### config.mk
export PLATFORM = sky130hd
export DESIGN_NAME = minv_shreg_w
export DESIGN_NICKNAME = d
export VERILOG_FILES = /design/src/rtl/minv_shreg_w.sv
export SDC_FILE = /design/constraint.sdc
export NUM_CORES = 1
export LEC_CHECK = 0
export BUFFER_PORTS_ARGS = -buffer_cell sky130_fd_sc_hd__buf_4
export CORE_MARGIN = 2
export CORE_UTILIZATION = 59
export CTS_CLUSTER_DIAMETER = 120
export DETAILED_ROUTE_END_ITERATION = 16
export GPL_TIMING_DRIVEN = 1
export PLACE_DENSITY = 0.84
export SLEW_MARGIN = 25
export SYNTH_ARGS = -nofsm -noshare
export SYNTH_HDL_FRONTEND = slang
export SYNTH_SLANG_ARGS = --single-unit
### constraint.sdc
create_clock -name clk -period 16.7 [get_ports clk]
set_input_delay 2.505 -clock clk [delete_from_list [all_inputs] [get_ports clk]]
set_output_delay 2.505 -clock clk [all_outputs]
set_load 0.02 [all_outputs]
### src/rtl/minv_shreg_w.sv
// minv_shreg_w: word-serial WIDTH-bit operand register for the modular-inverse
// datapath. Supports word load/unload, single-bit right shift, set-to-one,
// clear and strip-trailing-zeros, and exports zero/one/LSB flags.
//
// state  | meaning
// IDLE   | accepting commands; SHR1/SET1/CLR complete here in one edge
// LOAD   | shifting in WORDS words from din, stalls while din_valid=0
// UNLOAD | rotating q right by WORD for WORDS edges, presenting each word on dout
// STRIP  | shifting q right while it is non-zero and even, counting in zcnt
module minv_shreg_w #(
  parameter int WIDTH = 256,
  parameter int WORD  = 16,
  parameter int CW    = $clog2(WIDTH) + 1
) (
  input  logic             clk,
  input  logic             rst,
  input  logic             cmd_valid,
  input  logic [2:0]       cmd_op,
  output logic             cmd_ready,
  input  logic             shift_in,
  input  logic [WORD-1:0]  din,
  input  logic             din_valid,
  output logic [WORD-1:0]  dout,
  output logic             dout_valid,
  output logic [WIDTH-1:0] q,
  output logic             lsb,
  output logic             is_zero,
  output logic             is_one,
  output logic [CW-1:0]    zcnt,
  output logic             strip_done
);

  localparam int WORDS = WIDTH / WORD;
  localparam int CNTW  = $clog2(WORDS) + 1;

  localparam logic [1:0] IDLE   = 2'd0;
  localparam logic [1:0] LOAD   = 2'd1;
  localparam logic [1:0] UNLOAD = 2'd2;
  localparam logic [1:0] STRIP  = 2'd3;

  localparam logic [2:0] OP_LOAD   = 3'd1;
  localparam logic [2:0] OP_UNLOAD = 3'd2;
  localparam logic [2:0] OP_SHR1   = 3'd3;
  localparam logic [2:0] OP_SET1   = 3'd4;
  localparam logic [2:0] OP_CLR    = 3'd5;
  localparam logic [2:0] OP_STRIP  = 3'd6;

  logic [1:0]      state;
  logic [CNTW-1:0] cnt;
  logic            last_word;

  assign last_word = (cnt == CNTW'(WORDS - 1));

  // Ready is withheld while reset is held so nothing is accepted on release.
  assign cmd_ready = (state == IDLE) && !rst;

  // Flags are derived straight from the register so they are valid in every state.
  assign lsb     = q[0];
  assign is_zero = (q == '0);
  assign is_one  = (q == WIDTH'(1));

  // Command sequencing and all register updates.
  always_ff @(posedge clk or posedge rst) begin
    if (rst) begin
      state      <= IDLE;
      cnt        <= '0;
      q          <= '0;
      dout       <= '0;
      dout_valid <= 1'b0;
      zcnt       <= '0;
      strip_done <= 1'b0;
    end else begin
      // Pulses default low; dout keeps the last unloaded word.
      strip_done <= 1'b0;
      dout_valid <= 1'b0;
      case (state)
        IDLE: begin
          if (cmd_valid) begin
            case (cmd_op)
              OP_LOAD: begin
                cnt   <= '0;
                state <= LOAD;
              end
              OP_UNLOAD: begin
                cnt   <= '0;
                state <= UNLOAD;
              end
              OP_SHR1:  q <= {shift_in, q[WIDTH-1:1]};
              OP_SET1:  q <= WIDTH'(1);
              OP_CLR:   q <= '0;
              OP_STRIP: begin
                zcnt  <= '0;
                state <= STRIP;
              end
              default: ;
            endcase
          end
        end
        LOAD: begin
          if (din_valid) begin
            q   <= {din, q[WIDTH-1:WORD]};
            cnt <= cnt + CNTW'(1);
            if (last_word) state <= IDLE;
          end
        end
        UNLOAD: begin
          dout       <= q[WORD-1:0];
          dout_valid <= 1'b1;
          q          <= {q[WORD-1:0], q[WIDTH-1:WORD]};
          cnt        <= cnt + CNTW'(1);
          if (last_word) state <= IDLE;
        end
        STRIP: begin
          // q == 0 is excluded so an all-zero operand exits at once with zcnt 0.
          if (!is_zero && !q[0]) begin
            q    <= q >> 1;
            zcnt <= zcnt + CW'(1);
          end else begin
            state      <= IDLE;
            strip_done <= 1'b1;
          end
        end
        default: state <= IDLE;
      endcase
    end
  end

endmodule

==> reports/metrics.yaml, run 1 <==
cp_max_fo: 5
tns_ns: 0
synth_edf_count: 0
maxSlewViolCount: 0
fmax_ghz: 0.1738
grt_pass1_vias: 12210
fill_cells: 1632
power_mw: 4.957
syn_area_sq_um: 14100
synth_nets: 1245
layout.nets: 1449
die_y_um: 158.6
ys_warn_count: 0
dpl.hpwl_mm: 28.57
area_growth_pct: 22.87
top_level_ports: 311
dpl.cell_count: 1704
critical_path_class: "flip-flop to output port"
portBuffers: 310
ant_nets: 0
cts-root-buf: "clkbuf_16"
hold_buffers: 0
cts.sinks: 290
clkTransAtPathRegs_ns: 0.06
antenna_found_initial: 0
die_area_sq_um: 25160
rsz0062_at_grt: "no"
final_cell_mix: "buf_4, dfrtp_1, a2bb2oi_1, a221oi_1, nor4_1"
maxSlewHeadroom: 0.3172
totalWireLength_mm: 46.74
track_usage: 0.3614
synth_area_per_cell_sq_um: 11.62
p_leak_nw: 7.356
row_count: 56
cts_max_path_buffers: 3
hold_path_class: "flip-flop to flip-flop"
post-route-util: 0.7383
tightest_slew_ns: 1.020
drcViolationCount: 0
syn_inst: 1214
start_util: 0.6009
cts-htree-levels: 1
grt_max_degree: 256
fp.dieW_um: 158.6
required_ns: 14.20
dr.first_iter.drc_count: 1868
instances_no_fill: 1758
ys_seq_area_frac: 0.5145
max_cap_violations: 0
status: "completed"
postCtsResizedCells: 0
globalRoute.totalOverflow: 0
cts_tree: "yes"
post_cts_buffers: 0
via_count: 13450
diodes: 0
synth_cell_types: 47
pre_cts_slack_ns: 11.05
clock_skew_ns: 0.01144
worst_slack_ns: 10.95
multi_input_area_sq_um: 6102
synth-seq-cells: 290
post-route-min-period_ns: 5.752
cp-start-kind: "flip-flop"
core_sq_um: 23470
seq_area_sq_um: 7257
cts_buffers: 29
endpoint_kind: "output port"
first_pass_iters: 6
synthFlopType: "dfrtp_1"
insertion_delay_ns: 0.55
gp_congestion: 0.9118
irDropWorstVdd_v: 0.0001598
mostFrequentLayoutCell: "buf_4"
p_per_area_nw_per_um2: 286.0
via_per_inst: 7.652
grt_pass1_wl_mm: 71.88
drive_gt1_frac: 0.2801
finalCritPeriodShare: 0.3445
hold_violations: 0
critical_path_arrival_ns: 3.25
synthArstFlopShare: 1.000
finalSetupViolCount: 0
post_drt_wl_per_cell_um: 26.59
## kinds of logic (layout without fill, tap and decap cells)
logic type                 count (synthesis)  after routing  synth area share
AOI/OAI and AO/OA                        577            577            0.3440
DFF                                      290            290            0.5145
buffers and inverters                    167            392           0.05553
and+or+nand+nor                          152            152           0.06316
muxes                                     20             20           0.01597
adders and majority gates                  7              7          0.006209
xor gates and xnor gates                   1              1         0.0006211
## area by class of cell
class,count,area share
timing repair buffer,327,0.1463
tap,319,0.02303
multi-input combinational,757,0.3521
clock inverter,8,0.005415
clock buffer,44,0.05090
sequential,290,0.4187
inverter,13,0.003538
## final timing paths
kind                                           start             endpoint  slack, ns  depth (start not counted)
worst min register to register    cnt[3]$_DFFE_PP0P_   cnt[3]$_DFFE_PP0P_       0.49                          1
worst max register to register  state[0]$_DFFE_PP0P_   q[143]$_DFFE_PP0P_      12.48                         10
worst min-delay path              cnt[3]$_DFFE_PP0P_   cnt[3]$_DFFE_PP0P_       0.49                          1
worst max-delay path               q[53]$_DFFE_PP0P_               is_one      10.95                          6
max in group asynchronous                        rst   q[114]$_DFFE_PP0P_      12.34                          4
min in group asynchronous                        rst  zcnt[8]$_DFFE_PP0P_       2.05                          2
## state kept, by name, indices dropped and copies added (netlist names)
name and count:
cnt 5, dout 16, dout_valid 1, q 256
state 2, strip_done 1, zcnt 9
## report_power, final
group / internal, mW / leakage (nW) / total (mW) / switching [mW]
sequential: 1.08 / 3.43 / 1.73 / 0.657
clock: 0.393 / 0.488 / 0.668 / 0.276
combinational: 1.19 / 3.44 / 2.56 / 1.37
total: 2.66 / 7.36 / 4.96 / 2.30
## worst max-delay path: stages, from the launching register on
cell and delay [ns]:
dfrtp_1 0.43, nor4_1 0.75, nand4_1 0.27, nor4_2 0.40, nand4_1 0.37, nor2_1 0.28
buf_4 0.18
## metrics by stage
stage	cell area [sq um]	hold WS [ns]
final	17330	0.4855
after global routing	17330	0.4981
after detailed placement	16280	0.4740
after floorplan	14100	0.4441
after CTS	17260	0.4818
after global placement	16260	0.4658
## Yosys cell counts, drive strengths merged (2+ instances only)
library cell  number  share of area
dfrtp            290           0.51
a221oi           240           0.15
a2bb2oi          240           0.15
clkbuf            97          0.026
nor4              67          0.031
buf               57          0.026
o21ai             26         0.0092
nand2             23         0.0061
a21oi             21         0.0075
nand4             21         0.0093
mux2              17          0.014
a22oi             16         0.0085
o22a              15         0.0093
inv               13         0.0035
nor2              11         0.0029
and3               8         0.0035
ha                 7         0.0062
nand3              7         0.0025
a21o               3         0.0016
a41oi              3         0.0019
mux2i              3         0.0021
nor2b              3         0.0013
nor3               3         0.0011
a211oi             2         0.0011
a31oi              2        0.00089
nand2b             2        0.00089
nand3b             2         0.0011
nor3b              2         0.0011
## metal layers
| layer | track usage | vias up | share of wire |
|---|---|---|---|
| li1 | - | 5541 | - |
| met1 | 0.5378 | 6760 | 0.39 |
| met2 | 0.5362 | 1015 | 0.47 |
| met3 | 0.06369 | 136 | 0.11 |
| met4 | 0.1270 | 0 | 0.034 |
| met5 | 0 | - | 0 |
Note: power is estimated with default switching activity, not from simulation.
==> run 2: changes to the inputs <==
CORE_UTILIZATION = 50   (was 59)
PLACE_DENSITY = 0.75   (was 0.84)
clock period = 5.15 ns   (was 16.7 ns; I/O delays follow)
==> run 2 against run 1 <==
Critical path depth unchanged. Sequential share of layout area decreased by 0.29 points. Sequential power rose to 3.3 times the previous value. Non-clock buffer count fell by 3. Clock skew increased by 0.0056 ns. Die area grew 18%.
==> reports/metrics.yaml, run 2 (synthesis gave the netlist of run 1 again) <==
hold_path_class: "input port to asynchronous set/reset pin"
hold_buffers: 0  # unchanged
via_count: 13340  # -0.87%
start_util: 0.5077  # -0.09320
endpoint_kind: "output port"
fmax_ghz: 0.2495
worstPathBufferInverterCount: 1  # unchanged
grt_max_degree: 256  # unchanged
cpMaxStageDelayCell: "nor4_1"
tns_ns: 0  # unchanged
rsz0062_at_grt: "no"
postCtsResizedCells: 0  # unchanged
clock_skew_ns: 0.01707  # +0.005632 ns
tightest_slew_ns: 0.9812  # -0.03904 ns
largest_register_ffs: 256  # unchanged
final_cell_mix: "buf_4, dfrtp_1, a2bb2oi_1, a221oi_1, nor4_1"
critPathMaxStageDelay_ns: 0.62  # -0.13 ns
maxSlewViolCount: 0  # unchanged
fp.dieW_um: 172.0  # +8.4%
ff2ff_path_depth: 7  # -3
diodes: 0  # unchanged
hold_violations: 0  # unchanged
die_y_um: 172.0  # +8.4%
track_usage: 0.3147  # -0.04666
cts-root-buf: "clkbuf_16"
largest_registers: "q (256), dout (16), zcnt (9)"
worstPathCellList: "nor4_1, nand4_1, nor4_2, nand4_1, nor2_1, buf_4"
gp_congestion: 0.8412  # -7.7%
p_leak_nw: 7.355  # about the same
first_pass_iters: 7  # +1
critical_path_arrival_ns: 3.24  # about the same
clkPwrFrac: 0.135  # about the same
finalCritPeriodShare: 0.7782
area_growth_pct: 23.74
dpl.cell_count: 1759  # +3.2%
path_common_cell: "nand4_1"
maxSlewHeadroom: 0.3458  # +0.02860
irDropWorstVdd_v: 0.0005192  # +220%
status: "completed"
grt_pass1_wl_mm: 74.00  # +3.0%
internal-power_mw: 8.639  # +230%
crit_cells: 6  # unchanged
via_per_inst: 7.339  # -4.1%
finalSetupViolCount: 0  # unchanged
post_cts_buffers: 0  # unchanged
portBuffers: 310  # unchanged
pwr-share-seq: 0.352  # +0.002
p_sw_mw: 7.460  # +220%
ant_nets: 0  # unchanged
p_per_area_nw_per_um2: 922.4  # +220%
cp_max_fo: 5  # unchanged
cts.sinks: 290  # unchanged
die_area_sq_um: 29570  # +18%
switching_share: 0.4634  # -0.0004782
dpl.hpwl_mm: 28.92  # +1.2%
seq_area_sq_um: 7257  # unchanged
post_drt_wl_per_cell_um: 26.28  # -1.2%
row_count: 61  # +8.9%
globalRoute.totalOverflow: 0  # unchanged
cts-htree-levels: 1  # unchanged
drive_gt1_frac: 0.2780  # -0.002085
path_delay_family: "simple AND/OR/NAND/NOR gates"
fill_cells: 2314  # +42%
antenna_found_initial: 0  # unchanged
insertion_delay_ns: 0.55  # about the same
dr.first_iter.drc_count: 2311  # +24%
cts_tree: "yes"
core_sq_um: 27780  # +18%
required_ns: 4.38  # -9.82 ns
cts_max_path_buffers: 3  # unchanged
critical_path_class: "flip-flop to output port"
cp-start-kind: "flip-flop"
max_cap_violations: 0  # unchanged
totalWireLength_mm: 47.75  # +2.2%
cts_buffers: 31  # +6.9%
clkTransAtPathRegs_ns: 0.06  # about the same
layout.nets: 1448  # -0.069%
multi_input_area_sq_um: 6110  # +0.12%
post-route-min-period_ns: 4.008
instances_no_fill: 1817  # +3.4%
mostFrequentLayoutCell: "buf_4"
comb_power_share: 0.513  # -0.002
drcViolationCount: 0  # unchanged
top_level_ports: 311  # unchanged
grt_pass1_vias: 12470  # +2.1%
largest_register: "q"
-- run 2: cell count changes in the layout (fill, tap and decap cells not counted), moves of 2 or more --
cell        change
buf_6           -2
clkbuf_8        -2
buf_4           -6
clkbuf_16       +2
buf_12          +4
clkbuf_1        +4
clkinvlp_4      +2
-- run 2: final timing paths --
check                                   startpoint                  end  slack [ns]
worst max-delay path            q[111]$_DFFE_PP0P_               is_one        1.14
worst min-delay path                           rst  dout[1]$_DFFE_PP0P_        0.24
worst max register to register  q[111]$_DFFE_PP0P_    q[35]$_DFFE_PP0P_        1.16
worst min register to register  cnt[3]$_DFFE_PP0P_   cnt[3]$_DFFE_PP0P_        0.50
max in group asynchronous                      rst   q[205]$_DFFE_PP0P_        3.73
min in group clk                cnt[3]$_DFFE_PP0P_   cnt[3]$_DFFE_PP0P_        0.50
-- run 2: layout make-up --
type,count,share of cell area
inverter,13,0.003011
multi-input combinational,757,0.3501
clock buffer,48,0.05269
timing repair buffer,324,0.1475
tap,378,0.02710
sequential,290,0.4158
clock inverter,7,0.003800
-- run 2: metrics by stage --
| step | total power [mW] | hold WS [ns] | area [sq um] | utilization | worst slack, ns |
|---|---|---|---|---|---|
| after global routing | 16.93 | 0.2370 | 17450 | 0.6282 | 1.061 |
| final | 16.10 | 0.2357 | 17450 | 0.6282 | 1.142 |
| after global placement | 13.57 | 0.4680 | 16380 | 0.5895 | 1.292 |
| after detailed placement | 13.74 | 0.4882 | 16380 | 0.5895 | 1.344 |
| after floorplan | 10.41 | 0.4441 | 14110 | - | 0.5303 |
| after CTS | 15.93 | 0.2326 | 17360 | 0.6250 | 1.213 |
-- run 2: power groups by stage --
stage	logic, mW	clock network (mW)	registers [mW]
after global placement	7.98	0	5.59
after detailed placement	8.15	0	5.59
final	8.26	2.17	5.67
after CTS	8.16	2.19	5.58
after global routing	8.85	2.30	5.79
after floorplan	4.30	0	6.11
-- run 2: layer usage --
| layer | vias up | track usage | routed length [um] |
|---|---|---|---|
| met5 | - | 0 | 0 |
| met4 | 0 | 0.1045 | 1597 |
| li1 | 5560 | - | - |
| met1 | 6707 | 0.4795 | 19610 |
| met2 | 943 | 0.4571 | 21800 |
| met3 | 125 | 0.05241 | 4746 |
==> run 3: changes to the inputs <==
ABC_AREA = 1   (was unset)
CORE_UTILIZATION = 56   (was 50)
PLACE_DENSITY = 0.79   (was 0.75)
clock period = 3.8 ns   (was 5.15 ns; I/O delays follow)
==> run 3 against run 2 <==
Wire length increased by 9.0%. Largest power group unchanged. Highest routed layer unchanged. Clock power increased by 43%. Global-route usage increased by 3.1 points. Count of clock-buffer cells in the layout increased by 3. Cell count increased by 54%. Register-to-register slack got worse by 0.32 ns. Non-clock buffer count increased by 9. Total power decreased by 32%. Hold slack improved by 0.024 ns. Worst setup slack got worse by 0.50 ns.
==> reports/metrics.yaml, run 3 <==
status: "completed"
syn_area_sq_um: 15790  # +12%
synth_nets: 2215  # +78%
synth_cell_types: 30  # -36%
critical_path_class: "flip-flop to output port"
cts.sinks: 290  # unchanged
start_util: 0.5683  # +0.06062
finalSetupViolCount: 0  # unchanged
grt_pass1_vias: 15160  # +22%
worst_slack_ns: 0.6376  # -0.5047 ns
area_growth_pct: 21.29
cts-root-buf: "clkbuf_16"
cp_max_fo: 4  # -1
postCtsResizedCells: 0  # unchanged
post-route-min-period_ns: 3.162
path_common_cell: "nor2_1"
fmax_ghz: 0.3162
via_count: 16370  # +23%
yosysTopAreaCell: "dfrtp_1"
drcViolationCount: 0  # unchanged
clock_skew_ns: 0.01947  # +0.002397 ns
maxSlewHeadroom: 0.2390  # -0.1068
synthArstFlopShare: 1.000  # unchanged
die_area_sq_um: 29550  # about the same
cpMaxStageDelayCell: "nor4b_1"
top_level_ports: 311  # unchanged
grtUsageMet1: 0.4864  # +0.006903
ys_warn_count: 0  # unchanged
core_sq_um: 27780  # unchanged
final_cell_mix: "nand2_1, buf_4, nand3_1"
antenna_found_initial: 0  # unchanged
endpoint_kind: "output port"
clkTransAtPathRegs_ns: 0.06  # about the same
totalWireLength_mm: 52.07  # +9.0%
cts_max_path_buffers: 3  # unchanged
ys_seq_area_frac: 0.4596  # -0.05488
power_mw: 11.00  # -32%
gp_congestion: 0.9483  # +13%
synth.most_common_cell: "nand2_1"
largest_register_ffs: 256  # unchanged
syn_inst: 2184  # +80%
finalInstanceArea_sq_um: 19150  # +9.7%
p_leak_nw: 10.22  # +39%
hold_path_class: "input port to asynchronous set/reset pin"
ff2ff_path_depth: 14  # +7
mostFrequentLayoutCell: "nand2_1"
pre_cts_slack_ns: 0.9151  # -0.4286 ns
worstPathCellList: "nor2_1, nand2_1, nor2_1, nand2_1, nor2_1, nand2_1, nor2_1, nor4b_1, buf_4"
dpl.hpwl_mm: 34.88  # +21%
cts-htree-levels: 2  # +1
grt_max_degree: 244  # -4.7%
yosysTopAreaCellShare: 0.4596  # -0.05488
max_cap_violations: 0  # unchanged
tightest_slew_ns: 1.141  # +0.1602 ns
post_drt_wl_per_cell_um: 18.58  # -29%
globalRoute.totalOverflow: 0  # unchanged
hold_buffers: 0  # unchanged
insertion_delay_ns: 0.51  # -0.04 ns
hold_violations: 0  # unchanged
finalCritPeriodShare: 0.8322
rsz0062_at_grt: "no"
p_per_area_nw_per_um2: 574.5  # -38%
fp.dieW_um: 171.9  # about the same
irDropWorstVdd_v: 0.0008008  # +54%
largest_register: "q"
synthFlopType: "dfrtp_1"
grt_use_met3: 0.05035  # -0.002060
die_y_um: 171.9  # about the same
grt_pass1_wl_mm: 81.28  # +9.8%
cp-start-kind: "flip-flop"
synth_area_per_cell_sq_um: 7.229  # -38%
maxSlewViolCount: 0  # unchanged
synth_common_cells: "nand2_1, nand3_1, dfrtp_1"
tns_ns: 0  # unchanged
cts_buffers: 34  # +9.7%
layout.nets: 2436  # +68%
drive_gt1_frac: 0.1597  # -0.1183
grtUsageMet2: 0.5406  # +0.08346
critical_path_arrival_ns: 2.59  # -0.65 ns
track_usage: 0.3458  # +0.03104
ys_top_cells_by_area: "dfrtp_1, nand2_1, nand3_1, o22ai_1, inv_1"
synth-seq-cells: 290  # unchanged
synth_edf_count: 0  # unchanged
required_ns: 3.23  # -1.15 ns
grt_busiest_layer: "met2"
dr.first_iter.drc_count: 2415  # +4.5%
post-route-util: 0.6893  # +0.06112
via_per_inst: 5.842  # -20%
dpl_cell_area_sq_um: 18130  # +11%
ant_nets: 0  # unchanged
critPathMaxStageDelay_ns: 0.49  # -0.13 ns
largest_registers: "q (256), dout (16), zcnt (9)"
cts_tree: "yes"
row_count: 61  # unchanged
diodes: 0  # unchanged
first_pass_iters: 6  # -1
post_cts_buffers: 0  # unchanged
portBuffers: 310  # unchanged
fill_cells: 2390  # +3.3%
run 3: cell types whose count changed after synthesis, sizes merged, moves of 42 or more:
cell	delta
nand2	+686
nand3	+288
inv	+256
a221oi	-240
a2bb2oi	-240
o22ai	+230
nor2	+156
nor4	-67
clkbuf	-48
buf	+42
run 3: critical path: cells and delay by family (launching register included):
family                 cells  cell delay, ns
AND/OR/NAND/NOR            8            1.40
flip-flops                 1            0.43
buffers and inverters      1            0.25
run 3: cells by family (layout without fill, tap and decap cells):
logic type,after synthesis,count (layout),share of synthesized area
XOR/XNOR,1,1,0.0005548
AND/OR/NAND/NOR,1179,1179,0.3062
AO/OA/AOI/OAI,289,289,0.1113
flip-flops,290,290,0.4596
buffers and inverters,417,657,0.1161
multiplexers,1,1,0.0006340
adder cells (fa/ha/maj),7,7,0.005547
run 3: layout make-up:
| cell class | count | area (sq um) | area share |
|---|---|---|---|
| Inverter | 269 | 1013 | 0.05292 |
| Tap cell | 378 | 473.0 | 0.02470 |
| Timing Repair Buffer | 333 | 2650 | 0.1384 |
| Clock buffer | 51 | 975.9 | 0.05096 |
| Clock inverter | 4 | 48.80 | 0.002548 |
| Sequential cell | 290 | 7257 | 0.3789 |
| Multi-Input combinational cell | 1477 | 6733 | 0.3516 |
run 3: final timing paths:
kind / startpoint / to / slack (ns)
min in group clk: dout[2]$_DFFE_PP0P_ / dout[2]$_DFFE_PP0P_ / 0.47
max in group asynchronous: rst / q[168]$_DFFE_PP0P_ / 2.60
max: q[191]$_DFFE_PP0P_ / is_one / 0.64
max reg2reg: q[191]$_DFFE_PP0P_ / q[231]$_DFFE_PP0P_ / 0.84
min reg2reg: dout[2]$_DFFE_PP0P_ / dout[2]$_DFFE_PP0P_ / 0.47
min: rst / q[253]$_DFFE_PP0P_ / 0.26
run 3: layer usage:
metal | wire [um] | share of wire
met5 | 0 | 0
met4 | 2184 | 0.042
met3 | 4614 | 0.089
met2 | 24200 | 0.46
met1 | 21070 | 0.40
run 3: power breakdown:
| group | switching, mW | internal, mW |
|---|---|---|
| clock network | 1.27 | 1.83 |
| logic | 3.15 | 1.12 |
| registers | 0.311 | 3.32 |
run 3: per-stage QoR:
step                cells  hold slack (ns)
CTS                  2802           0.2700
floorplan            2184           0.4779
global placement     2747           0.4570
detailed placement   2747           0.4622
global route         2802           0.3069
finish               2802           0.2598
